[config.mk]
export PLATFORM = sky130hd
export DESIGN_NAME = histo_read_arbiter
export DESIGN_NICKNAME = d
export VERILOG_FILES = /design/src/rtl/histo_pkg.sv /design/src/rtl/rr_arbiter.sv /design/src/rtl/histo_read_arbiter.sv
export SDC_FILE = /design/constraint.sdc
export NUM_CORES = 1
export LEC_CHECK = 0
export ABC_CLOCK_PERIOD_IN_PS = 5380
export BUFFER_PORTS_ARGS = -buffer_cell sky130_fd_sc_hd__buf_2
export CAP_MARGIN = 5
export CORE_ASPECT_RATIO = 1.5
export CORE_MARGIN = 4
export CORE_UTILIZATION = 53
export CTS_CLUSTER_DIAMETER = 200
export DETAILED_ROUTE_END_ITERATION = 10
export GPL_ROUTABILITY_DRIVEN = 0
export GPL_TIMING_DRIVEN = 0
export PLACE_DENSITY = 0.8
export SLEW_MARGIN = 20
export SYNTH_ARGS = -nofsm -noshare
export SYNTH_HDL_FRONTEND = slang
export SYNTH_SLANG_ARGS = --single-unit
[constraint.sdc]
create_clock -name iClk -period 5.38 [get_ports iClk]
set_input_delay 0.269 -clock iClk [delete_from_list [all_inputs] [get_ports iClk]]
set_output_delay 0.269 -clock iClk [all_outputs]
set_load 0.05 [all_outputs]
[src/rtl/histo_pkg.sv]
// Shared types for the histogram read path: gray bin address, bin count, and the
// tag that travels alongside each read so the response can be routed back.
package histo_pkg;

    localparam int GRAY_W  = 8;
    localparam int HIST_W  = 20;
    localparam int MAX_REQ = 8;

    typedef logic [GRAY_W-1:0] gray_t;
    typedef logic [HIST_W-1:0] hist_t;

    // req is sized for the largest requester count so every client shares one tag layout
    typedef struct packed {
        logic               valid;
        logic [MAX_REQ-1:0] req;
        gray_t              gray;
    } rd_tag_t;

endpackage

[src/rtl/rr_arbiter.sv]
// Round-robin arbiter: combinational one-hot grant searching upward from pointer+1,
// pointer moves to the winner on the next edge. No grant and no pointer move when en_i is low.
module rr_arbiter #(
    parameter int N  = 3,
    parameter int PW = (N > 1) ? $clog2(N) : 1
) (
    input  logic         clk_i,
    input  logic         rst_i,
    input  logic         en_i,
    input  logic [N-1:0] req_i,
    output logic [N-1:0] gnt_o
);

    localparam int SW = PW + 1;

    logic [PW-1:0] ptr_q;
    logic [PW-1:0] ptr_d;
    logic [SW-1:0] sum;
    logic [PW-1:0] idx;
    logic          found;

    // Reset pointer to the last requester so requester 0 wins the first search
    always_ff @(posedge clk_i) begin
        if (rst_i) begin
            ptr_q <= PW'(N - 1);
        end else begin
            ptr_q <= ptr_d;
        end
    end

    always_comb begin
        gnt_o = '0;
        ptr_d = ptr_q;
        found = 1'b0;
        sum   = '0;
        idx   = '0;
        for (int i = 1; i <= N; i++) begin
            sum = {1'b0, ptr_q} + SW'(i);
            if (sum >= SW'(N)) begin
                sum = sum - SW'(N);
            end
            idx = sum[PW-1:0];
            if (en_i && !found && req_i[idx]) begin
                gnt_o[idx] = 1'b1;
                ptr_d      = idx;
                found      = 1'b1;
            end
        end
    end

endmodule

[src/rtl/histo_read_arbiter.sv]
// Shares the registered histogram/cumulative read port among N_REQ requesters, one read per cycle.
// Response RD_LAT+2 cycles after grant; iHold blocks new grants while in-flight reads drain.
module histo_read_arbiter
    import histo_pkg::*;
#(
    parameter int N_REQ  = 3,
    parameter int RD_LAT = 3,
    parameter int AW     = GRAY_W,
    parameter int DW     = HIST_W
) (
    input  logic                iClk,
    input  logic                iRst,
    input  logic [N_REQ-1:0]    iReq,
    input  logic [N_REQ*AW-1:0] iAddr,
    output logic [N_REQ-1:0]    oGnt,
    input  logic                iHold,
    output logic [AW-1:0]       oRdAddr,
    input  logic [DW-1:0]       iRdHisto,
    input  logic [DW-1:0]       iRdCum,
    output logic [N_REQ-1:0]    oRvalid,
    output logic [AW-1:0]       oRGray,
    output logic [DW-1:0]       oRHisto,
    output logic [DW-1:0]       oRCum,
    output logic                oIdle
);

    logic [N_REQ-1:0] gnt;
    logic [AW-1:0]    sel_addr;
    logic             any_gnt;
    logic             busy;

    logic [AW-1:0]    rd_addr_q, rd_addr_d;
    rd_tag_t          tag_q [RD_LAT+1];
    rd_tag_t          tag_d;
    logic [DW-1:0]    histo_s_q, cum_s_q;

    logic [N_REQ-1:0] rvalid_q, rvalid_d;
    logic [AW-1:0]    rgray_q, rgray_d;
    logic [DW-1:0]    rhisto_q, rhisto_d;
    logic [DW-1:0]    rcum_q, rcum_d;

    rr_arbiter #(
        .N (N_REQ)
    ) u_arb (
        .clk_i (iClk),
        .rst_i (iRst),
        .en_i  (~iHold & ~iRst),
        .req_i (iReq),
        .gnt_o (gnt)
    );

    assign oGnt    = gnt;
    assign any_gnt = |gnt;

    always_comb begin
        sel_addr = '0;
        for (int k = 0; k < N_REQ; k++) begin
            if (gnt[k]) begin
                sel_addr = iAddr[k*AW +: AW];
            end
        end
    end

    always_comb begin
        rd_addr_d = any_gnt ? sel_addr : rd_addr_q;
        tag_d     = '0;
        if (any_gnt) begin
            tag_d.valid = 1'b1;
            tag_d.req   = MAX_REQ'(gnt);
            tag_d.gray  = GRAY_W'(sel_addr);
        end
    end

    // Last tag stage lines up with the data sampled from the datapath on the same edge
    always_comb begin
        rvalid_d = '0;
        rgray_d  = rgray_q;
        rhisto_d = rhisto_q;
        rcum_d   = rcum_q;
        if (tag_q[RD_LAT].valid) begin
            rvalid_d = tag_q[RD_LAT].req[N_REQ-1:0];
            rgray_d  = AW'(tag_q[RD_LAT].gray);
            rhisto_d = histo_s_q;
            rcum_d   = cum_s_q;
        end
    end

    always_ff @(posedge iClk) begin
        if (iRst) begin
            rd_addr_q <= '0;
            for (int i = 0; i <= RD_LAT; i++) begin
                tag_q[i] <= '0;
            end
            histo_s_q <= '0;
            cum_s_q   <= '0;
            rvalid_q  <= '0;
            rgray_q   <= '0;
            rhisto_q  <= '0;
            rcum_q    <= '0;
        end else begin
            rd_addr_q <= rd_addr_d;
            tag_q[0]  <= tag_d;
            for (int i = 1; i <= RD_LAT; i++) begin
                tag_q[i] <= tag_q[i-1];
            end
            histo_s_q <= iRdHisto;
            cum_s_q   <= iRdCum;
            rvalid_q  <= rvalid_d;
            rgray_q   <= rgray_d;
            rhisto_q  <= rhisto_d;
            rcum_q    <= rcum_d;
        end
    end

    always_comb begin
        busy = 1'b0;
        for (int i = 0; i <= RD_LAT; i++) begin
            busy = busy | tag_q[i].valid;
        end
    end

    assign oIdle   = ~busy & ~any_gnt;
    assign oRdAddr = rd_addr_q;
    assign oRvalid = rvalid_q;
    assign oRGray  = rgray_q;
    assign oRHisto = rhisto_q;
    assign oRCum   = rcum_q;

endmodule

==> impl_metrics.env <==
export IMPL_h_tree_depth=4
export IMPL_synth_area_um2=5155
export IMPL_wl_per_cell_um=13.39
export IMPL_start_kind="flop"
export IMPL_grt_pass1_wl_um=16420
export IMPL_synth_area_top_cells="dfxtp_1, mux2i_1, nor2b_1, nor2_1, o221ai_2"
export IMPL_ys_types=46
export IMPL_yosys_area_top_type="dfxtp_1"
export IMPL_fin_tns_setup_ps=0
export IMPL_dpl_cell_count=718
export IMPL_drt_iter0_drc=95
export IMPL_io_pins=133
export IMPL_first_pass_iters=4
export IMPL_leakagePower_nw=2.903
export IMPL_maxSlewViolCount=0
export IMPL_skew_ps=4.040
export IMPL_drc_errors=0
export IMPL_max_slew_worst_pin_slew_ps=720.9
export IMPL_place_area_um2=5941
export IMPL_yosysSeqAreaShare=0.5786
export IMPL_cts_sinks=149
export IMPL_clk_path_buf_depth=2
export IMPL_num_antenna_cells=0
export IMPL_mostFrequentLayoutCell="dfxtp_1"
export IMPL_syn_avg_cell_area_um2=10.81
export IMPL_grt_pass1_vias=3762
export IMPL_slowest_delay_ps=450
export IMPL_post_cts_buffers=0
export IMPL_ant_nets=0
export IMPL_finalHoldViolCount=0
export IMPL_fmax_ghz=0.2852
export IMPL_clkSlewWorstSetupHoldPaths_ps=60
export IMPL_wl_um=10040
export IMPL_viasPerCell=4.940
export IMPL_critPathKind="flop to primary output"
export IMPL_clk_latency_ps=400
export IMPL_cp_max_fo=10
export IMPL_maxCapViolations=0
export IMPL_rows=43
export IMPL_grt_usage=0.1833
export IMPL_initial_core_util=0.5507
export IMPL_fin_area_um2=6579
export IMPL_synth_ff_type="dfxtp_1"
export IMPL_crit_arrival_ps=3240
export IMPL_core_area_um2=9361
export IMPL_peakVddDrop_v=0.0003386
export IMPL_finalCritPeriodShare=0.6518
export IMPL_outcome="finished clean"
export IMPL_slew_headroom=0.5194
export IMPL_finalSetupViolCount=0
export IMPL_grt_max_degree=17
export IMPL_synth_top_area_share=0.5786
export IMPL_fin_nets=700
export IMPL_path_buf_inv=5
export IMPL_hp_class="input pin to flop"
export IMPL_port_buffers=129
export IMPL_overflow=0
export IMPL_yosysWarnings=0
export IMPL_crit_path_cell_trace="inv_1, ha_1, buf_6, buf_2, a21oi_1, o21ai_1, a21oi_1, buf_2, nor2_1, and3_1, buf_2"
export IMPL_syn_inst=477
export IMPL_cts_tree="done"
export IMPL_critPathMostFrequentCell="buf_2"
export IMPL_syn2layout_area_growth_pct=27.62
export IMPL_num_vias=3705
export IMPL_post_cts_resized=0
export IMPL_async_reset_ff_frac=0
export IMPL_cp_end_kind="primary output"
export IMPL_dieWidth_um=88.53
export IMPL_syn_nets=552
export IMPL_cp_required_ps=5110
export IMPL_powerDensity_nw_per_um2=409.4
export IMPL_ys_ff_latch=149
export IMPL_layout_common_cells="dfxtp_1, buf_2, nor2b_1"
export IMPL_cts_root_buf="clkbuf_16"
export IMPL_hpwl_um=7460
export IMPL_r2r_slack_ps=2510
export IMPL_cts_buffers=17
export IMPL_holdBufCountCts=0
export IMPL_period_minus_slack_ps=3507
export IMPL_dieArea_um2=11400
export IMPL_rsz0062_at_grt="false"
export IMPL_antenna_found_initial=0
export IMPL_critical_path_top_delay_family="buffers and inverters"
export IMPL_synth_edf_count=0
export IMPL_die_height_um=128.8
export IMPL_cp_slowest_cell="dfxtp_1"
export IMPL_fin_cells=750
export IMPL_final_layout_size_suffix_gt1_frac=0.2978
## worst register-to-register path, stage by stage, from the launching register on
cell and delay (ps):
dfxtp_1 450, inv_1 160, ha_1 360, buf_6 160, buf_2 220, a21oi_1 90, o21ai_1 400, a21oi_1 150
or4_4 500, buf_6 170, o221ai_2 140
## per-layer routing
layer	up-vias	GRT usage	wire [µm]	part of all wire
li1	1858	-	-	-
met1	1702	0.1844	3901	0.39
met2	133	0.3460	5334	0.53
met3	12	0.05894	705	0.070
met4	0	0.06139	99	0.0099
met5	-	0	0	0
## flip-flops by register name, summed over array words and instances (netlist names)
signal       cells
cum_s_q         20
histo_s_q       20
oRCum           20
oRGray           8
oRHisto         20
oRdAddr          8
oRvalid          3
tag_q           48
u_arb.ptr_q      2
## through the flow
stage / power, mW / hold WS (ps) / setup slack [ps] / utilization
floorplan: 1.402 / 397.2 / 2503 / -
global placement: 1.468 / 413.4 / 2459 / 0.6346
detailed placement: 1.478 / 420.0 / 2348 / 0.6346
CTS: 2.720 / 55.71 / 1893 / 0.7028
global route: 2.795 / 63.53 / 1620 / 0.7028
finish: 2.693 / 75.70 / 1873 / 0.7028
## final timing paths
path,depth (start not counted),startpoint,endpoint
worst max-delay path,11,u_arb.ptr_q[0],oIdle
worst min-delay path,2,iRdCum[0],cum_s_q[0]
worst max register to register,10,u_arb.ptr_q[0],oRdAddr[0]
worst min register to register,1,tag_q[3][9],oRvalid[1]
## Yosys cell counts (2+ instances only)
cell and count:
dfxtp_1 149, nor2b_1 78, nor2_1 55, mux2i_1 50, inv_1 23, clkbuf_1 14
and2_1 11, a31oi_1 10, o21ai_1 8, o221ai_2 8, a21oi_1 6, buf_1 6
buf_2 6, ha_1 5, nand2b_1 4, nand3_1 4, buf_6 3, nand2_1 3
o21ai_0 3, a311o_1 2, and3_1 2, buf_4 2, mux2_4 2
## cell type report
class	count	area (µm²)
plain buffers	31	153.9
clock buffers	18	439.2
clock inverters	14	198.9
fillers	720	2783
inverters	24	90.09
multi-input cells	273	1928
flip-flops and latches	149	2983
well taps	112	140.1
repair buffers	129	645.6
## cell families (layout without fill, tap and decap cells)
kind of cell,Yosys count,count (layout),synth area share
AOI/OAI and AO/OA,49,49,0.07986
adders and majority gates,5,5,0.01214
buffers and inverters,55,216,0.04733
DFF,149,149,0.5786
muxes,52,52,0.1029
and+or+nand+nor,167,167,0.1791
## report_power, final
group | internal (mW) | total [mW] | switching, mW
clock | 0.794 | 1.24 | 0.445
combinational | 0.106 | 0.285 | 0.179
sequential | 1.15 | 1.17 | 0.0160
total | 2.05 | 2.69 | 0.640
(Power assumes the default switching activity.)
